===== config.mk =====
export PLATFORM = sky130hd
export DESIGN_NAME = multiplier_8bits_arbiter
export DESIGN_NICKNAME = d
export VERILOG_FILES = /design/src/rtl/multiplier_8bits_arbiter.sv
export SDC_FILE = /design/constraint.sdc
export NUM_CORES = 1
export LEC_CHECK = 0
export CAP_MARGIN = 20
export CORE_MARGIN = 2
export CORE_UTILIZATION = 54
export DETAILED_ROUTE_END_ITERATION = 6
export PLACE_DENSITY_LB_ADDON = 0.2
export SLEW_MARGIN = 10
export SYNTH_ARGS = -nofsm -noshare
export SYNTH_HDL_FRONTEND = slang
export SYNTH_SLANG_ARGS = --single-unit

===== constraint.sdc =====
create_clock -name clk -period 8.6 [get_ports clk]
set_input_delay 1.72 -clock clk [delete_from_list [all_inputs] [get_ports clk]]
set_output_delay 1.72 -clock clk [all_outputs]
set_load 0.005 [all_outputs]

===== src/rtl/multiplier_8bits_arbiter.sv =====
// Two-requester front end for one shared 8x8 unsigned multiplier.
// IDLE accepts one operand pair, MUL computes it, HOLD presents the result until it is taken.

module multiplier_8bits_version4 (
  output logic [15:0] product,
  input  logic [7:0]  A,
  input  logic [7:0]  B
);
  logic [7:0][15:0] pp;

  genvar i;
  generate
    for (i = 0; i < 8; i++) begin : g_pp
      assign pp[i] = B[i] ? ({8'd0, A} << i) : 16'd0;
    end
  endgenerate

  always_comb begin
    product = '0;
    for (int k = 0; k < 8; k++) product = product + pp[k];
  end
endmodule

module multiplier_8bits_arbiter #(
  parameter bit RR_EN = 1'b1
) (
  input  logic        clk,
  input  logic        rst_n,
  input  logic        req0_valid,
  input  logic [7:0]  req0_a,
  input  logic [7:0]  req0_b,
  output logic        req0_ready,
  input  logic        req1_valid,
  input  logic [7:0]  req1_a,
  input  logic [7:0]  req1_b,
  output logic        req1_ready,
  output logic        res_valid,
  output logic [15:0] res_product,
  output logic        res_id,
  input  logic        res_ready,
  output logic        busy,
  output logic [7:0]  done_count
);
  typedef enum logic [1:0] {IDLE, MUL, HOLD} state_t;

  typedef struct packed {
    logic [7:0] a;
    logic [7:0] b;
    logic       id;
  } op_t;

  state_t      state, nstate;
  op_t         op;
  logic        last;
  logic        gnt0, gnt1, accept;
  logic [15:0] mul_p;

  // On a tie, req0 wins unless round-robin is on and req0 was served last.
  assign gnt0 = req0_valid && (!req1_valid || !RR_EN || last);
  assign gnt1 = req1_valid && !gnt0;

  assign req0_ready = rst_n && (state == IDLE) && gnt0;
  assign req1_ready = rst_n && (state == IDLE) && gnt1;
  assign accept     = req0_ready || req1_ready;

  assign res_valid = (state == HOLD);
  assign busy      = (state != IDLE);

  multiplier_8bits_version4 u_mul (
    .product (mul_p),
    .A       (op.a),
    .B       (op.b)
  );

  always_comb begin
    nstate = state;
    case (state)
      IDLE:    if (accept) nstate = MUL;
      MUL:     nstate = HOLD;
      HOLD:    if (res_ready) nstate = IDLE;
      default: nstate = IDLE;
    endcase
  end

  always_ff @(posedge clk) begin
    if (!rst_n) begin
      state       <= IDLE;
      last        <= 1'b1;
      op          <= '0;
      res_product <= '0;
      res_id      <= 1'b0;
      done_count  <= '0;
    end else begin
      state <= nstate;
      if (accept) begin
        op   <= gnt1 ? op_t'{req1_a, req1_b, 1'b1} : op_t'{req0_a, req0_b, 1'b0};
        last <= gnt1;
      end
      if (state == MUL) begin
        res_product <= mul_p;
        res_id      <= op.id;
      end
      if (res_valid && res_ready) done_count <= done_count + 8'd1;
    end
  end
endmodule

Word-level counts from Yosys, hierarchy flattened
Cells that the tools add are included.
W data, S select, Z words.
{ "op_classes": {"muxes": 12, "n_eq_ne": 4, "addsub": 8, "reduce_logical": 13} }
{ "op_table": {"columns": ["op", "count"], "rows": [
  ["$add A16 B16 Y16", 3],
  ["$mux W17", 1],
  ["$add A16 B12 Y16", 1],
  ["$add A16 B13 Y16", 1],
  ["$add A16 B14 Y16", 1],
  ["$add A16 B15 Y16", 1],
  ["$mux W15", 1],
  ["$mux W14", 1],
  ["$mux W13", 1],
  ["$mux W12", 1],
  ["$mux W11", 1],
  ["$mux W10", 1],
  ["$mux W9", 1],
  ["$add A8 B1 Y8 const B", 1],
  ["$mux W8", 1],
  ["$logic_and A1 B1 Y1", 6],
  ["$pmux W2 S3", 1],
  ["$mux W2", 2],
  ["$eq A2 B1 Y1 const B", 1],
  ["$eq A2 B2 Y1 const B", 1],
  ["$logic_not A1 Y1", 2],
  ["$logic_not A2 Y1", 1],
  ["$logic_or A1 B1 Y1", 2],
  ["$ne A2 B1 Y1 const B", 1],
  ["3 further kinds", 3]
]} }
{ "totals": {"wordCells": 45, "inputBits": 37, "regBits": 45, "out_inout_bits": 29} }

Longest topological paths before layout
Gate-level depths: netlist of run 1.
{ "logic_depth": {"depth_word": 9, "depth_mapped": 15, "depth_no_buf": 15} }

Cells and area by module
From an unflattened synthesis of run 1, not the netlist that was laid out.
{ "hier_totals": {"hier_cells": 437, "area_unflattened_um2": 3943.8} }
{ "by_module_without_submodules": {"columns": ["mod", "cells_each", "seq_area_each_um2", "area_each_um2", "n_inst"], "rows": [
  ["multiplier_8bits_arbiter", 214, 900.9, 1978.1, 1],
  ["multiplier_8bits_version4", 223, 0.0, 1965.6, 1]
]} }

Least setup slack after synthesis of run 1
No wires, ideal clock.
{ "synth_path": {"path_type": "reg2reg", "from": "register op[16] (netlist bit)", "to": "register res_product[12]", "setup_slack_ns": 4.451, "period_less_slack_ns": 4.149, "t_required_ns": 8.466, "setup_ns": 0.134, "arrival_time_ns": 4.015, "n_path_buf": 0, "path_stages_with_launch": 14, "path_cell_list": "dfxtp_1 and2_1 fa_1 fa_1 fa_1 inv_1 fa_1 inv_1 ha_1 o21ai_1 o21bai_1 a21o_1 and4_4 or4_1"} }
{ "synth_between": {"elab_chain_cells": 8, "elab_cells_between_ends": 13, "classes_between": "7 x add/sub; 6 x mux"} }
{ "synth_lines": {"columns": ["element", "line_no", "source"], "rows": [
  ["from (decl)", "53", "op_t op;"],
  ["from (signal assigned)", "96", "op <= gnt1 ? op_t'{req1_a, req1_b, 1'b1} : op_t'{req0_a, req0_b, 1'b0};"],
  ["$mux W8 / $mux W9 (equally long branches)", "14", "assign pp[i] = B[i] ? ({8'd0, A} << i) : 16'd0;"],
  ["$add A16 B16 Y16 (3 in series)", "20", "for (int k = 0; k < 8; k++) product = product + pp[k];"],
  ["$add A16 B12 Y16", "20", null],
  ["$add A16 B13 Y16 *", "20", null],
  ["$add A16 B14 Y16 *", "20", null],
  ["$add A16 B15 Y16 *", "20", null],
  ["to (signal assigned)", "100", "res_product <= mul_p;"],
  ["to (decl)", "38", "output logic [15:0] res_product,"]
]} }
Mark *: on every way between the ends. The rest lies on a longest branch, timed or not.
A chain may end at the register's enable or synchronous reset.

Worst setup path after layout of run 1
{ "layout_path": {"from": "input port rst_n", "to": "output port req1_ready"} }
{ "layout_between": {"elab_chain_cells": 2} }
{ "layout_lines": {"columns": ["element", "line_no", "source"], "rows": [
  ["from (decl)", "28", "input logic rst_n,"],
  ["$logic_and A1 B1 Y1 (2 in series)", "63", "assign req1_ready = rst_n && (state == IDLE) && gnt1;"],
  ["to (decl)", "36", "output logic req1_ready,"]
]} }
No other way between the ends.

==> report_table.html, run 1 <==
<table>
<tr><th>Metric</th><th>Value</th></tr>
<tr><th colspan="2">Outcome</th></tr>
<tr><td>Run status</td><td>finished clean</td></tr>
<tr><th colspan="2">STA</th></tr>
<tr><td>Final worst hold slack</td><td>0.457 ns</td></tr>
<tr><td>Clk_skew</td><td>0.00535 ns</td></tr>
<tr><td>Final WS setup</td><td>2.91 ns</td></tr>
<tr><td>Count of pins over their slew limit</td><td>0</td></tr>
<tr><td>Part of the cycle the worst path needs</td><td>66.1%</td></tr>
<tr><td>Worst Max-Slew Pin Slew</td><td>0.989 ns</td></tr>
<tr><td>Final TNS setup</td><td>0 ns</td></tr>
<tr><td>Maximum achievable frequency</td><td>176 MHz</td></tr>
<tr><td>Final Hold Vio Count</td><td>0</td></tr>
<tr><td>Max-slew headroom</td><td>34.1%</td></tr>
<tr><td>RSZ-0062 raised after global routing</td><td>false</td></tr>
<tr><td>Crit path time final</td><td>5.69 ns</td></tr>
<tr><td># setup viols final</td><td>0</td></tr>
<tr><th colspan="2">Clocking</th></tr>
<tr><td>Root buffer cell</td><td>sky130_fd_sc_hd__clkbuf_8</td></tr>
<tr><td>Sinks on the clock net</td><td>45</td></tr>
<tr><td>CTS buffer count</td><td>5</td></tr>
<tr><td>Clk buf depth</td><td>2</td></tr>
<tr><td>CTS H-tree lvls</td><td>2</td></tr>
<tr><td>Count of hold-fix buffers inserted at cts</td><td>0</td></tr>
<tr><td>TritonCTS clock tree</td><td>done</td></tr>
<tr><td>Worst skew pair latency</td><td>0.30 ns</td></tr>
<tr><td>Clock transition at the register clock pins on the worst setup and hold paths after CTS</td><td>0.09 ns</td></tr>
<tr><td>Resized cells post-CTS</td><td>0</td></tr>
<tr><td>Number of buffers inserted by post-CTS setup repair</td><td>0</td></tr>
<tr><th colspan="2">Yosys</th></tr>
<tr><td>Post-Synthesis Net Count</td><td>520</td></tr>
<tr><td>Post-Synthesis Cells</td><td>413</td></tr>
<tr><td>Yosys warns</td><td>0</td></tr>
<tr><td>Top-area cell type share of the netlist area</td><td>24.0%</td></tr>
<tr><td>Number of unique standard cell types used by synthesis</td><td>46</td></tr>
<tr><td>Mean instance size in the synthesized netlist</td><td>9.10 µm²</td></tr>
<tr><td>Area contributors post-synth</td><td>sky130_fd_sc_hd__dfxtp_1 (24%), sky130_fd_sc_hd__fa_1 (20%), sky130_fd_sc_hd__ha_1 (11%)</td></tr>
<tr><td>Area leader, netlist</td><td>sky130_fd_sc_hd__dfxtp_1</td></tr>
<tr><td>Post-synth EDFFs</td><td>0</td></tr>
<tr><td>Post-synthesis sequential area ratio</td><td>24.0%</td></tr>
<tr><td>Post-synthesis cell area</td><td>0.00376 mm²</td></tr>
<tr><td>Most instantiated flip-flop cell in the synthesis netlist</td><td>sky130_fd_sc_hd__dfxtp_1</td></tr>
<tr><td>Post-synth ARST share</td><td>0%</td></tr>
<tr><td>Flops &amp; latches, synth</td><td>45</td></tr>
<tr><th colspan="2">GRT</th></tr>
<tr><td>Initial antenna violation count</td><td>0</td></tr>
<tr><td>Overflow left after global routing</td><td>0</td></tr>
<tr><td>Total track usage</td><td>22.1%</td></tr>
<tr><td>First-pass GRT wire length</td><td>13,500 µm</td></tr>
<tr><td>Largest net degree at the start of global routing</td><td>46</td></tr>
<tr><td>Via count of the first global-routing pass</td><td>3,119</td></tr>
<tr><th colspan="2">Routing</th></tr>
<tr><td>Detailed router's first-iteration violation count</td><td>146</td></tr>
<tr><td>Antenna viol nets, final</td><td>0</td></tr>
<tr><td>Met1 routed wirelength after detailed routing</td><td>3270 µm</td></tr>
<tr><td>Routed wl met3</td><td>247 µm</td></tr>
<tr><td>Pre-Repair DR Iteration Count</td><td>4</td></tr>
<tr><td>Routed WL per cell</td><td>13.8 µm</td></tr>
<tr><td>Uppermost metal layer occupied by signal nets</td><td>met4</td></tr>
<tr><td>Routed length on met2</td><td>4000 µm</td></tr>
<tr><td>Sum of routed wire length over all layers</td><td>7640 µm</td></tr>
<tr><td>Routed vias/inst</td><td>5.67</td></tr>
<tr><td>Via count of the routed design</td><td>3,134</td></tr>
<tr><td>Drc violations</td><td>0</td></tr>
<tr><th colspan="2">Finish</th></tr>
<tr><td>Post-route insts no fill</td><td>553</td></tr>
<tr><td>Net count reported at finish</td><td>579</td></tr>
<tr><td>Filler instances</td><td>563</td></tr>
<tr><td>Area Overhead vs Synth</td><td>22.6%</td></tr>
<tr><td>Share of post-route cells with drive strength above 1</td><td>3.81%</td></tr>
<tr><td>ANT cells</td><td>0</td></tr>
<tr><th colspan="2">Worst setup path</th></tr>
<tr><td>Register-to-register path setup slack</td><td>4.19 ns</td></tr>
<tr><td>Largest fanout on the critical path</td><td>45</td></tr>
<tr><td>Nature of the critical path endpoint</td><td>output pin</td></tr>
<tr><td>Setup crit start kind</td><td>input pin</td></tr>
<tr><td>Worst Path Required</td><td>6.88 ns</td></tr>
<tr><td>Crit path arrival time</td><td>3.97 ns</td></tr>
<tr><td>Worst setup path category</td><td>in -&gt; out</td></tr>
<tr><th colspan="2">Place</th></tr>
<tr><td>Placed insts</td><td>544</td></tr>
<tr><td>Final weighted congestion in routability-driven placement</td><td>0.834</td></tr>
<tr><td>Buffers added on ports</td><td>65</td></tr>
<tr><td>Post-Place Setup Slack</td><td>2.94 ns</td></tr>
<tr><td>Final HPWL from detailed placement</td><td>5940 µm</td></tr>
<tr><th colspan="2">Floorplanning</th></tr>
<tr><td>Starting density of the core</td><td>55.6%</td></tr>
<tr><td>Die height</td><td>87.4 µm</td></tr>
<tr><td>Chip Width</td><td>87.4 µm</td></tr>
<tr><td>Std-Cell Core Area</td><td>0.00676 mm²</td></tr>
<tr><td>Number of I/O pins</td><td>66</td></tr>
<tr><td>DIE AREA</td><td>0.00765 mm²</td></tr>
<tr><td>Std-Cell Rows</td><td>30</td></tr>
<tr><th colspan="2">Power</th></tr>
<tr><td>Largest voltage drop on the vdd net</td><td>0.0837 mV</td></tr>
<tr><td>Reported leakage power</td><td>2.08 nW</td></tr>
<tr><td>PD cells</td><td>124 mW/mm²</td></tr>
<tr><td>Total power</td><td>573 µW</td></tr>
<tr><th colspan="2">Run</th></tr>
<tr><td>Max-cap violation count</td><td>0</td></tr>
<tr><th colspan="2">Min path</th></tr>
<tr><td>Hold Path Class</td><td>reg -&gt; reg</td></tr>
</table>
==> worst max-delay path: stages <==
cell and delay [ns]:
sky130_fd_sc_hd__clkdlybuf4s50_1 0.80, sky130_fd_sc_hd__inv_2 0.44, sky130_fd_sc_hd__nor2_1 0.27, sky130_fd_sc_hd__and2_1 0.21, sky130_fd_sc_hd__clkdlybuf4s50_1 0.52
==> layout make-up <==
type,count,area [µm²],area share (%)
inverter,37,139,3.01
tap,80,100,2.17
clock inverter,3,68.8,1.49
sequential,45,901,19.5
multi-input combinational,316,2660,57.8
clock buffer,5,68.8,1.49
timing repair buffer,67,669,14.5
==> sequential cells by signal (all words and copies together), names as in the netlist <==
name         cells
op              17
res_product     16
done_count       8
state            2
last             1
res_id           1
==> through the flow <==
stage | utilization [%] | cell area [µm²]
finish | 68.2 | 4610
global route | 68.2 | 4610
CTS | 68.0 | 4600
detailed placement | 66.0 | 4460
global placement | 65.9 | 4450
floorplan | - | 3760
==> cells in the final DEF (no fill, tap or decap), drive strengths merged, types with 3 or more instances in the layout <==
cell | netlist | layout
clkdlybuf4s50 | 0 | 65
inv | 37 | 38
and3 | 4 | 4
nor2b | 4 | 4
nor4 | 3 | 3
o21ai | 8 | 8
dfxtp | 45 | 45
ha | 32 | 32
clkbuf | 9 | 5
nand4 | 6 | 6
nand2 | 34 | 34
nand3 | 10 | 10
a21oi | 16 | 16
xor2 | 5 | 5
nor2 | 31 | 31
xnor2 | 3 | 3
mux2i | 18 | 18
fa | 38 | 38
nand2b | 5 | 5
and2 | 52 | 52
a211oi | 19 | 19
==> power breakdown <==
part | switching, mW | leakage (nW) | internal (mW)
clock | 0.0783 | 0.0687 | 0.117
sequential | 0.0205 | 0.367 | 0.221
combinational | 0.0682 | 1.65 | 0.0681
total | 0.167 | 2.08 | 0.406
==> cell usage after synthesis, types with 2 or more instances <==
| master | instances |
|---|---|
| sky130_fd_sc_hd__and2_1 | 52 |
| sky130_fd_sc_hd__clkbuf_1 | 9 |
| sky130_fd_sc_hd__dfxtp_1 | 45 |
| sky130_fd_sc_hd__nand3_1 | 10 |
| sky130_fd_sc_hd__and3_1 | 4 |
| sky130_fd_sc_hd__buf_2 | 5 |
| sky130_fd_sc_hd__and3b_1 | 2 |
| sky130_fd_sc_hd__nor2_1 | 31 |
| sky130_fd_sc_hd__a31oi_1 | 2 |
| sky130_fd_sc_hd__a21oi_1 | 16 |
| sky130_fd_sc_hd__xnor2_1 | 3 |
| sky130_fd_sc_hd__nand2_1 | 34 |
| sky130_fd_sc_hd__nand4_1 | 6 |
| sky130_fd_sc_hd__inv_1 | 36 |
| sky130_fd_sc_hd__nor2b_1 | 4 |
| sky130_fd_sc_hd__a32oi_1 | 2 |
| sky130_fd_sc_hd__fa_1 | 38 |
| sky130_fd_sc_hd__a211oi_1 | 18 |
| sky130_fd_sc_hd__o21ai_0 | 7 |
| sky130_fd_sc_hd__nand2b_1 | 5 |
| sky130_fd_sc_hd__o211ai_1 | 2 |
| sky130_fd_sc_hd__or4_1 | 2 |
| sky130_fd_sc_hd__mux2i_1 | 18 |
| sky130_fd_sc_hd__xor2_1 | 5 |
| sky130_fd_sc_hd__nor3_1 | 2 |
| sky130_fd_sc_hd__nor4_1 | 3 |
| sky130_fd_sc_hd__a211o_1 | 2 |
| sky130_fd_sc_hd__ha_1 | 32 |
==> kinds of logic after synthesis <==
kind of cell,synth area share (%)
adder cells (fa/ha/maj),30.9
flip-flops,24.0
AND/OR/NAND/NOR,22.4
multiplexers,4.79
XOR/XNOR,1.86
AO/OA/AOI/OAI,10.8
buffers and inverters,5.36
==> path summary, 6_finish.rpt <==
| check | cells past startpoint | end | from |
|---|---|---|---|
| hold reg to reg | 2 | res_product[8]$_SDFFE_PN0N_ | res_product[8]$_SDFFE_PN0N_ |
| setup reg to reg | 13 | res_product[12]$_SDFFE_PN0N_ | op[15]$_SDFFE_PN0P_ |
| setup / recovery | 5 | req1_ready | rst_n |
| hold / removal | 2 | res_product[8]$_SDFFE_PN0N_ | res_product[8]$_SDFFE_PN0N_ |
==> routing by layer <==
| metal | vias up | track usage (%) |
|---|---|---|
| met5 | - | 0 |
| li1 | 1519 | - |
| met4 | 0 | 5.59 |
| met3 | 12 | 3.51 |
| met2 | 65 | 40.2 |
| met1 | 1538 | 27.1 |
(Power assumes the default switching activity.)
==> inputs of run 2 (changes only) <==
- clock period: 8.6 -> 5.9 ns (I/O delays scaled with it)
==> report_table.html, run 2 (synthesized netlist as in run 1, its figures left out) <==
<table>
<tr><th>Metric</th><th>Value</th></tr>
<tr><th colspan="2">Finish</th></tr>
<tr><td>Top register by number of flip-flops</td><td>op</td></tr>
<tr><td>Cell area after layout</td><td>0.00464 mm²</td></tr>
<tr><td>Top library cells by usage in the layout, fill and taps aside</td><td>sky130_fd_sc_hd__clkdlybuf4s50_1 (65), sky130_fd_sc_hd__and2_1 (52), sky130_fd_sc_hd__dfxtp_1 (45)</td></tr>
<tr><td>Largest registers</td><td>op: 17 flops, res_product: 16 flops, done_count: 8 flops</td></tr>
<tr><td>Final core area utilization</td><td>68.7%</td></tr>
<tr><td>Share of post-route cells with drive strength above 1</td><td>4.21%</td></tr>
<tr><td>ANT cells</td><td>0</td></tr>
<tr><td>Max FFs per register</td><td>17</td></tr>
<tr><td>Most frequent standard cell in the layout excluding fill and tap cells</td><td>sky130_fd_sc_hd__clkdlybuf4s50_1</td></tr>
<tr><td>Net count reported at finish</td><td>581</td></tr>
<tr><td>Area Overhead vs Synth</td><td>23.4%</td></tr>
<tr><th colspan="2">Place</th></tr>
<tr><td>Final weighted congestion in routability-driven placement</td><td>0.911</td></tr>
<tr><td>Area after DPL</td><td>0.00447 mm²</td></tr>
<tr><td>Final HPWL from detailed placement</td><td>6060 µm</td></tr>
<tr><td>Buffers added on ports</td><td>65</td></tr>
<tr><th colspan="2">Clocking</th></tr>
<tr><td>CTS buffer count</td><td>5</td></tr>
<tr><td>Root buffer cell</td><td>sky130_fd_sc_hd__clkbuf_8</td></tr>
<tr><td>Clk buf depth</td><td>2</td></tr>
<tr><td>Count of hold-fix buffers inserted at cts</td><td>0</td></tr>
<tr><td>Resized cells post-CTS</td><td>0</td></tr>
<tr><td>Sinks on the clock net</td><td>45</td></tr>
<tr><td>Clock transition at the register clock pins on the worst setup and hold paths after CTS</td><td>0.09 ns</td></tr>
<tr><td>Worst skew pair latency</td><td>0.30 ns</td></tr>
<tr><td>Number of buffers inserted by post-CTS setup repair</td><td>0</td></tr>
<tr><td>TritonCTS clock tree</td><td>done</td></tr>
<tr><td>CTS H-tree lvls</td><td>2</td></tr>
<tr><th colspan="2">Floorplanning</th></tr>
<tr><td>Starting density of the core</td><td>55.6%</td></tr>
<tr><td>DIE AREA</td><td>0.00765 mm²</td></tr>
<tr><td>Std-Cell Core Area</td><td>0.00676 mm²</td></tr>
<tr><td>Number of I/O pins</td><td>66</td></tr>
<tr><td>Std-Cell Rows</td><td>30</td></tr>
<tr><td>Chip Width</td><td>87.4 µm</td></tr>
<tr><td>Die height</td><td>87.4 µm</td></tr>
<tr><th colspan="2">Routing</th></tr>
<tr><td>Routed vias/inst</td><td>5.50</td></tr>
<tr><td>Antenna viol nets, final</td><td>0</td></tr>
<tr><td>Pre-Repair DR Iteration Count</td><td>4</td></tr>
<tr><td>Sum of routed wire length over all layers</td><td>8000 µm</td></tr>
<tr><td>Drc violations</td><td>0</td></tr>
<tr><td>Via count of the routed design</td><td>3,054</td></tr>
<tr><td>Detailed router's first-iteration violation count</td><td>115</td></tr>
<tr><td>Routed WL per cell</td><td>14.4 µm</td></tr>
<tr><th colspan="2">Power</th></tr>
<tr><td>Part of the power in the clock network</td><td>33.7%</td></tr>
<tr><td>Internal power contribution</td><td>594 µW</td></tr>
<tr><td>Switch share</td><td>29.0%</td></tr>
<tr><td>Total power</td><td>836 µW</td></tr>
<tr><td>Portion of total power attributed to sequential cells</td><td>41.9%</td></tr>
<tr><td>Combinational Power Share</td><td>24.4%</td></tr>
<tr><td>Reported leakage power</td><td>2.10 nW</td></tr>
<tr><td>PD cells</td><td>180 mW/mm²</td></tr>
<tr><td>Net load switching power</td><td>242 µW</td></tr>
<tr><td>Largest voltage drop on the vdd net</td><td>0.135 mV</td></tr>
<tr><th colspan="2">STA</th></tr>
<tr><td>RSZ-0062 raised after global routing</td><td>false</td></tr>
<tr><td>Max-slew headroom</td><td>44.0%</td></tr>
<tr><td># setup viols final</td><td>0</td></tr>
<tr><td>Count of pins over their slew limit</td><td>0</td></tr>
<tr><td>Final TNS setup</td><td>0 ns</td></tr>
<tr><td>Final Hold Vio Count</td><td>0</td></tr>
<tr><td>Crit path time final</td><td>4.48 ns</td></tr>
<tr><td>Maximum achievable frequency</td><td>223 MHz</td></tr>
<tr><td>Clk_skew</td><td>0.00519 ns</td></tr>
<tr><td>Worst Max-Slew Pin Slew</td><td>0.840 ns</td></tr>
<tr><td>Part of the cycle the worst path needs</td><td>75.9%</td></tr>
<tr><th colspan="2">Worst setup path</th></tr>
<tr><td>Nature of the critical path endpoint</td><td>register</td></tr>
<tr><td>Worst Path Required</td><td>6.14 ns</td></tr>
<tr><td>Highest-delay cell along the critical path</td><td>sky130_fd_sc_hd__fa_1</td></tr>
<tr><td>Ordered list of cells on the worst path</td><td>and2_1 -&gt; fa_1 -&gt; inv_1 -&gt; fa_1 -&gt; inv_1 -&gt; fa_1 -&gt; inv_1 -&gt; fa_1 -&gt; inv_1 -&gt; ha_1 -&gt; o21ai_0 -&gt; a21oi_1 -&gt; o21ai_0 -&gt; or4_1 -&gt; nand3_1</td></tr>
<tr><td>Crit path largest cell delay</td><td>0.54 ns</td></tr>
<tr><td>Worst setup path category</td><td>reg -&gt; reg</td></tr>
<tr><td>Crit path arrival time</td><td>4.72 ns</td></tr>
<tr><td>Setup crit start kind</td><td>register</td></tr>
<tr><td>Largest fanout on the critical path</td><td>9</td></tr>
<tr><th colspan="2">Run</th></tr>
<tr><td>Max-cap violation count</td><td>0</td></tr>
<tr><th colspan="2">GRT</th></tr>
<tr><td>Overflow left after global routing</td><td>0</td></tr>
<tr><td>Via count of the first global-routing pass</td><td>3,087</td></tr>
<tr><td>Initial antenna violation count</td><td>0</td></tr>
<tr><td>First-pass GRT wire length</td><td>13,700 µm</td></tr>
<tr><td>Total track usage</td><td>22.4%</td></tr>
<tr><td>Largest net degree at the start of global routing</td><td>46</td></tr>
<tr><th colspan="2">Min path</th></tr>
<tr><td>Hold Path Class</td><td>reg -&gt; reg</td></tr>
<tr><th colspan="2">Outcome</th></tr>
<tr><td>Run status</td><td>finished clean</td></tr>
</table>
[run 2: layout make-up]
class / count / area (µm²)
Timing Repair Buffer: 69 / 701
Tap cell: 80 / 100
Sequential cell: 45 / 901
Multi-Input combinational cell: 316 / 2660
Clock buffer: 5 / 68.8
Fill cell: 569 / 2120
Inverter: 37 / 139
Clock inverter: 3 / 68.8
[run 2: through the flow]
step                      std cells  hold slack [ns]  setup WS, ns
final                           555            0.457          1.42
after CTS                       554            0.458          1.47
after detailed placement        546            0.445          1.48
after floorplan                 413            0.432          1.75
after global routing            555            0.479          1.12
after global placement          545            0.442          1.54
[run 2: routing by layer]
metal	part of all wire (%)	track usage [%]	vias up
met5	0	0	-
met4	0.99	5.31	0
met3	2.9	3.51	7
met2	51	40.0	52
met1	45	28.2	1481
li1	-	-	1514
[run 2: path summary, 6_finish.rpt]
kind / start / to / slack [ns] / cells past startpoint
setup / recovery: op[16]$_SDFFE_PN0P_ / res_product[13]$_SDFFE_PN0N_ / 1.42 / 15
hold / removal: res_product[3]$_SDFFE_PN0N_ / res_product[3]$_SDFFE_PN0N_ / 0.46 / 2
setup reg to reg: op[16]$_SDFFE_PN0P_ / res_product[13]$_SDFFE_PN0N_ / 1.42 / 15
hold reg to reg: res_product[3]$_SDFFE_PN0N_ / res_product[3]$_SDFFE_PN0N_ / 0.46 / 2
[run 2: power by group through the flow]
stage	combinational [mW]	sequential [mW]	clock, mW
4_1_cts	0.202	0.350	0.288
3_5_place_dp	0.199	0.357	0
5_1_grt	0.233	0.355	0.299
6_report	0.204	0.351	0.282
2_1_floorplan	0.132	0.346	0
3_3_place_gp	0.195	0.355	0
[run 2: worst max-delay path, delay by kind of cell, from the launching register on]
family | cells | cell delay, ns
compound gates | 3 | 0.64
buf+inv | 4 | 0.21
simple gates | 3 | 0.71
flops | 1 | 0.39
fa+ha+maj | 5 | 2.44
